$ cat config.mk
export PLATFORM = sky130hd
export DESIGN_NAME = ysyx_23060124_icache_ctrl
export DESIGN_NICKNAME = d
export VERILOG_FILES = /design/src/rtl/ysyx_23060124_icache_ctrl.sv
export SDC_FILE = /design/constraint.sdc
export NUM_CORES = 1
export LEC_CHECK = 0
export ABC_AREA = 1
export CAP_MARGIN = 20
export CORE_MARGIN = 5
export CORE_UTILIZATION = 45
export CTS_CLUSTER_SIZE = 14
export DETAILED_ROUTE_END_ITERATION = 8
export PLACE_DENSITY = 0.83
export REMOVE_ABC_BUFFERS = 1
export SYNTH_ARGS = -nofsm -noshare
export SYNTH_HDL_FRONTEND = slang
export SYNTH_SLANG_ARGS = --single-unit
$ cat constraint.sdc
create_clock -name clk -period 3 [get_ports clk]
set_input_delay 0.75 -clock clk [delete_from_list [all_inputs] [get_ports clk]]
set_output_delay 0.75 -clock clk [all_outputs]
set_load 0.1 [all_outputs]
$ cat src/rtl/ysyx_23060124_icache_ctrl.sv
// Miss/refill sequencer for the direct-mapped IFU instruction cache.
// Serves one fetch at a time: probe the icache, refill misses over AXI4-Lite, answer the IFU.
module ysyx_23060124_icache_ctrl #(
  parameter int                    ADDR_WIDTH = 32,
  parameter int                    DATA_WIDTH = 32,
  parameter logic [ADDR_WIDTH-1:0] UC_BASE    = 32'h1000_0000,
  parameter logic [ADDR_WIDTH-1:0] UC_MASK    = 32'hF000_0000
) (
  input  logic                  clk,
  input  logic                  rst_n,
  input  logic                  ifu_req_valid,
  output logic                  ifu_req_ready,
  input  logic [ADDR_WIDTH-1:0] ifu_addr,
  output logic                  ifu_rsp_valid,
  input  logic                  ifu_rsp_ready,
  output logic [DATA_WIDTH-1:0] ifu_rsp_data,
  output logic                  ifu_rsp_err,
  output logic [ADDR_WIDTH-1:0] cache_addr,
  output logic                  cache_req,
  input  logic                  cache_hit,
  input  logic [DATA_WIDTH-1:0] cache_data,
  output logic                  cache_fill_valid,
  output logic [DATA_WIDTH-1:0] cache_fill_data,
  output logic                  arvalid,
  input  logic                  arready,
  output logic [ADDR_WIDTH-1:0] araddr,
  input  logic                  rvalid,
  output logic                  rready,
  input  logic [DATA_WIDTH-1:0] rdata,
  input  logic [1:0]            rresp,
  output logic [31:0]           hit_cnt,
  output logic [31:0]           miss_cnt
);

  typedef enum logic [2:0] {
    S_IDLE   = 3'd0,
    S_LOOKUP = 3'd1,
    S_AR     = 3'd2,
    S_R      = 3'd3,
    S_RESP   = 3'd4
  } state_e;

  state_e                r_state;
  logic [ADDR_WIDTH-1:0] r_addr;
  logic [DATA_WIDTH-1:0] r_data;
  logic                  r_err;
  logic                  r_req_ready;
  logic                  r_rsp_valid;
  logic                  r_cache_req;
  logic                  r_arvalid;
  logic                  r_rready;
  logic [31:0]           r_hit_cnt;
  logic [31:0]           r_miss_cnt;

  logic w_uncacheable;
  logic w_fill;

  assign w_uncacheable = ((r_addr & UC_MASK) == UC_BASE);
  // The fill must coincide with the R beat so the icache writes while cache_addr still holds the fetch.
  assign w_fill = (r_state == S_R) && rvalid && (rresp == 2'b00) && !w_uncacheable;

  assign ifu_req_ready    = r_req_ready;
  assign ifu_rsp_valid    = r_rsp_valid;
  assign ifu_rsp_data     = r_data;
  assign ifu_rsp_err      = r_err;
  assign cache_addr       = r_addr;
  assign cache_req        = r_cache_req;
  assign cache_fill_valid = w_fill;
  assign cache_fill_data  = rdata;
  assign arvalid          = r_arvalid;
  assign araddr           = {r_addr[ADDR_WIDTH-1:2], 2'b00};
  assign rready           = r_rready;
  assign hit_cnt          = r_hit_cnt;
  assign miss_cnt         = r_miss_cnt;

  // Fetch sequencer with registered handshake outputs and perf counters.
  always_ff @(posedge clk or negedge rst_n) begin
    if (!rst_n) begin
      r_state     <= S_IDLE;
      r_addr      <= {ADDR_WIDTH{1'b0}};
      r_data      <= {DATA_WIDTH{1'b0}};
      r_err       <= 1'b0;
      r_req_ready <= 1'b1;
      r_rsp_valid <= 1'b0;
      r_cache_req <= 1'b0;
      r_arvalid   <= 1'b0;
      r_rready    <= 1'b0;
      r_hit_cnt   <= 32'd0;
      r_miss_cnt  <= 32'd0;
    end else begin
      case (r_state)
        S_IDLE: begin
          if (ifu_req_valid) begin
            r_addr      <= ifu_addr;
            r_req_ready <= 1'b0;
            r_cache_req <= 1'b1;
            r_state     <= S_LOOKUP;
          end
        end
        S_LOOKUP: begin
          r_cache_req <= 1'b0;
          // Uncacheable fetches bypass the probe result and leave the counters alone.
          if (w_uncacheable) begin
            r_arvalid <= 1'b1;
            r_state   <= S_AR;
          end else if (cache_hit) begin
            r_data      <= cache_data;
            r_err       <= 1'b0;
            r_hit_cnt   <= r_hit_cnt + 32'd1;
            r_rsp_valid <= 1'b1;
            r_state     <= S_RESP;
          end else begin
            r_miss_cnt <= r_miss_cnt + 32'd1;
            r_arvalid  <= 1'b1;
            r_state    <= S_AR;
          end
        end
        S_AR: begin
          if (arready) begin
            r_arvalid <= 1'b0;
            r_rready  <= 1'b1;
            r_state   <= S_R;
          end
        end
        S_R: begin
          if (rvalid) begin
            r_rready    <= 1'b0;
            r_data      <= rdata;
            r_err       <= (rresp != 2'b00);
            r_rsp_valid <= 1'b1;
            r_state     <= S_RESP;
          end
        end
        S_RESP: begin
          if (ifu_rsp_ready) begin
            r_rsp_valid <= 1'b0;
            r_req_ready <= 1'b1;
            r_state     <= S_IDLE;
          end
        end
        default: begin
          r_rsp_valid <= 1'b0;
          r_cache_req <= 1'b0;
          r_arvalid   <= 1'b0;
          r_rready    <= 1'b0;
          r_req_ready <= 1'b1;
          r_state     <= S_IDLE;
        end
      endcase
    end
  end

endmodule

* Yosys cells after proc, flatten, opt, wreduce, memory -nomap -nowiden
Index checks and enable logic that the tools add are counted.
** Cells by class
- Add/sub/neg operators :: 2
- Multiply operators :: 0
- Divide/modulo/power cells :: 0
- $lt $le $gt $ge :: 0
- Eq/ne operators :: 12
- Shifts and indexed selects :: 0
- Multiplexer cells :: 32
- Bitwise logic cells :: 7
- Reductions and logical operators :: 23
** Operators with widths (count)
- 2-to-1 mux 32 bit :: 3
- adder 32 x 1 -> 32 bit (second input constant) :: 2
- one-hot mux 32 bit (2 select lines) :: 1
- 2-to-1 mux 3 bit :: 6
- 2-to-1 mux 1 bit :: 15
- one-hot mux 3 bit (5 select lines) :: 1
- AND reduction 3 bit :: 5
- inequality test 2 bit (second input constant) :: 6
- OR reduction 3 bit :: 4
- one-hot mux 1 bit (3 select lines) :: 3
- AND reduction 4 bit :: 2
- inverter 1 bit :: 7
- == test 3 x 2 -> 1 bit (second input constant) :: 2
- AND reduction 5 bit :: 1
- == test 4 x 1 -> 1 bit (second input constant) :: 1
- one-hot mux 1 bit (2 select lines) :: 2
- one-hot mux 1 bit (4 select lines) :: 1
- AND reduction 2 bit :: 2
- nonzero test 2 bit :: 2
- == test 3 x 1 -> 1 bit (second input constant) :: 1
- == test 3 bit (second input constant) :: 1
- logical AND 1 bit :: 3
- logical NOT 3 bit :: 1
- inequality test 3 bit (second input constant) :: 1
- other kinds (3) :: 3
** Storage, ports and cells
- Register bits :: 137
- Bits in latches :: 0
- RAM bits :: 0
- Bits in read-only memories :: 0
- Input port bits :: 105
- Output and inout bits :: 199
- Memories kept :: 0

* Logic depth before layout (Yosys ltp)
- Word-level depth :: 4
- Gate-level depth with buffers :: 10
- Mapped depth without buffers :: 10

* Worst setup path after synthesis
No wires, ideal clock.
- Path type :: register to output
- Start :: reg r_addr[29], in the netlist cache_addr[29]
- End :: out cache_fill_valid
- Arrival :: 3.380 ns
- Slack :: -1.130 ns
- Stages on the path, launching flop included :: 5
- Cells stage by stage :: dfrtp_1 inv_1 nand3_1 nand2_1 nor3_1
** On the way
- Cells in the longest elaborated chain, start to end :: 3
** RTL lines
- start, declared :: line 44 : logic [ADDR_WIDTH-1:0] r_addr;
- start signal, assigned :: line 80 : r_addr <= {ADDR_WIDTH{1'b0}};
- start signal, assigned :: line 94 : r_addr <= ifu_addr;
- == test 4 x 1 -> 1 bit :: line 58 : assign w_uncacheable = ((r_addr & UC_MASK) == UC_BASE);
- logical NOT 1 bit :: line 60 : assign w_fill = (r_state == S_R) && rvalid && (rresp == 2'b00) && !w_uncacheable;
- logical AND 1 bit :: line 60
- end, declared :: line 22 : output logic cache_fill_valid,
No other way between the ends.

* Final worst setup path
- Start :: in rresp[0]
- End :: out cache_fill_valid
** On the way
- Cells in the longest elaborated chain, start to end :: 3
** RTL lines
- start, declared :: line 30 : input logic [1:0] rresp,
- logical NOT 2 bit :: line 60
- logical AND 1 bit (2 in a row) :: line 60
No other way between the ends.

==> metrics.md <==
| Metric | Value |
|---|---|
| Total power | `~14000 µW` |
| Total grt overflow | `0` |
| Top post-synthesis cells by area | `dfrtp_1 (45%), nand2_1 (18%), buf_4 (6.8%), nand3_1 (5.2%), mux2_2 (4.6%)` |
| Setup TNS | `0 ns` |
| Share of the synthesized area in the top cell type | `0.4516` |
| Fin cells | `roughly 1400` |
| Pwr/cell area | `1255 mW/mm²` |
| Status | `completed` |
| Slew Viols, Final | `0` |
| Post-cts resize count | `0` |
| Core area | `approximately 0.017 mm²` |
| Worst setup EP type | `output pin` |
| Met2 usage | `0.4061` |
| Max frequency | `361.0 MHz` |
| RePlAce Congestion | `between 0.9 and 1` |
| RSZ-0062 raised after global routing | `no` |
| Worst setup path class | `input port to output pin` |
| R2R Path Start | `r_state[0]$_DFFE_PN0P_` |
| Final ANT Viol Nets | `0` |
| Post-synthesis sequential area ratio | `0.4551` |
| First-pass GRT wire length | `37.01 mm` |
| Seq cells post-synth | `~140` |
| Reg clk slew, reported paths | `approximately 0.060 ns` |
| Placed insts | `between 1000 and 1500` |
| Largest net degree at the start of global routing | `63` |
| Distinct cell type count after synthesis | `34` |
| Num ports | `roughly 300` |
| Starting DRT DRC Count | `401` |
| Most common cell after layout, fill and taps aside | `nand2_1` |
| Hpwl dp | `17.65 mm` |
| CTS max path bufs | `2` |
| Relative slew slack | `0.4636` |
| Met3 Use GR | `0.07238` |
| Via count | `a little over 7000` |
| Row count | `47` |
| Clk root buf | `clkbuf_16` |
| Average instance area after synthesis | `around 7.8 µm²` |
| EDFF count, synth | `0` |
| Synth-to-layout area growth | `43.27%` |
| Nets | `between 1000 and 1500` |
| P_leak | `approximately 0.0054 µW` |
| Peak VDD IR | `between 1.5 and 2 mV` |
| Starting Density | `0.4560` |
| Fillers | `approximately 1300` |
| Most frequent cells in the layout | `nand2_1 (367), buf_4 (169), dfrtp_1 (136), clkdlybuf4s50_1 (103), nor2_1 (87)` |
| Critical Path Start Type | `input port` |
| Pin slew with the least headroom to its limit | `about 0.8 ns` |
| Share of layout cells above drive strength 1 | `0.2414` |
| Max FO, Critical Path | `2` |
| DRC Markers | `0` |
| Total GRT Usage | `0.2364` |
| Critical path arrival | `approximately 2.0 ns` |
| Slowest cell on crit path | `clkdlybuf4s50_1` |
| CTS tree | `yes` |
| Largest stage delay, worst path | `0.40 ns` |
| Detailed Route WL | `about 23 mm` |
| Yosys top cell by area | `dfrtp_1` |
| Cts hold-fix bufs | `0` |
| CP Cell Sequence | `clkdlybuf4s50_1 > or2_2 > nor3_1 > buf_12` |
| Vias in the first global route | `a little under 7000` |
| CTS Sinks | `roughly 140` |
| CP top delay family | `buffers and inverters` |
| Drt first pass iters | `5` |
| Final period util | `0.9233` |
| Via density | `~4.9` |
| H-tree depth | `4` |
| Worst Setup SP | `rresp[0]` |
| Die span in y | `139.4 µm` |
| Worst EP required | `approximately 2.3 ns` |
| Die width | `around 140 µm` |
| Setup Fix Bufs, Post-CTS | `0` |
| Setup violators final | `0` |
| Initial antenna violation count | `1` |
| Core Util, Final | `0.6534` |
| Worst-Skew Late Latency | `approximately 0.42 ns` |
| Worst Path Buf+Inv | `2` |
| Most used routing layer | `met2` |
| Post-synth ARST share | `1.000` |
| Max_cap viols | `0` |
| Crit path time final | `~2.8 ns` |
| Main synth FF type | `dfrtp_1` |
| Cell Area, Synth | `0.007536 mm²` |
| Final hold vios | `0` |
| Met1 usage | `0.2878` |
| Final Skew | `around 0.0085 ns` |
| WL/cell | `around 16 µm` |
| CTS Buf Count | `17` |
| DIE AREA | `roughly 0.019 mm²` |
| Post-synthesis cell count | `960` |
| Port Buffers | `301` |
| Number of synthesis warnings | `0` |
| Hold WC Path Type | `input port to async pin` |
[flip-flops by register name, summed over array words and instances, names as in the netlist]
signal         count
ifu_rsp_err        1
arvalid            1
r_state            3
miss_cnt          32
rready             1
ifu_rsp_data      32
cache_addr        32
ifu_req_ready      1
hit_cnt           32
cache_req          1
ifu_rsp_valid      1
[power breakdown]
| group | total, µW | switching, µW | internal [µW] | leakage (µW) |
|---|---|---|---|---|
| clock network | 2150 | 832 | 1320 | 0.000285 |
| logic | 8560 | 6890 | 1670 | 0.00334 |
| registers | 2840 | 439 | 2400 | 0.00175 |
| total | 13500 | 8160 | 5390 | 0.00538 |
[routing by layer]
| metal | part of all wire | up-vias |
|---|---|---|
| li1 | - | 3436 |
| met1 | 0.39 | 3385 |
| met2 | 0.52 | 239 |
| met3 | 0.072 | 29 |
| met4 | 0.021 | 0 |
| met5 | 0 | - |
[per-stage QoR]
stage	cell area, µm²	worst slack [ns]	hold slack, ns
after floorplan	6924	-1.777	0.4544
after global placement	10190	0.2391	0.4559
after detailed placement	10190	0.2443	0.4620
after CTS	10790	0.2155	0.3292
after global routing	10800	0.1747	0.3539
final	10800	0.2302	0.3224
[worst reg2reg max path, stage by stage (launching register included)]
cell     delay (ns)
dfrtp_1        0.44
nor2_1         0.28
nand3_2        0.68
mux2_2         0.55
[layout make-up]
class / instances / area, µm² / area share
Tap cell: 220 / 275.3 / 0.02550
Multi-Input combinational cell: 666 / 3224 / 0.2986
Sequential cell: 137 / 3430 / 0.3177
Clock buffer: 19 / 432.9 / 0.04010
Antenna cell: 1 / 2.502 / 0.0002318
Timing Repair Buffer: 307 / 2992 / 0.2771
Inverter: 72 / 270.3 / 0.02503
Clock inverter: 13 / 170.2 / 0.01576
[final timing paths]
kind	endpoint	slack (ns)	cells after the start
setup reg to reg	cache_addr[24]$_DFFE_PN0P_	0.92	3
max in group asynchronous	hit_cnt[2]$_DFFE_PN0P_	1.85	2
setup / recovery	cache_fill_valid	0.23	4
min in group clk	ifu_rsp_data[30]$_DFFE_PN0P_	0.47	2
hold / removal	miss_cnt[9]$_DFFE_PN0P_	0.32	1
hold reg to reg	ifu_rsp_data[30]$_DFFE_PN0P_	0.47	2
[synth_stat cells (2+ instances only)]
master      n
nor2_2     13
dfrtp_1   136
clkbuf_1    3
xnor2_1    13
buf_6       3
ha_1        2
buf_4      68
nor3_1      6
nor2_1     87
nor2_4      3
nand4_1    21
nand3_2     2
buf_2      12
xor2_1     19
nand3_1    79
nand2_1   367
nand2_4     2
inv_2       2
inv_1      70
o21ai_0     6
nand3b_1    3
mux2_2     31
[cell families after synthesis]
family          after synthesis  synth area share
mux                          31           0.04632
buf+inv                     158            0.1175
simple gates                588            0.3314
other cells                   1         0.0004976
flops                       137            0.4551
compound gates               11          0.008633
xor+xnor                     32           0.03719
fa+ha+maj                     2          0.003320
Note: power is estimated with default switching activity, not from simulation.
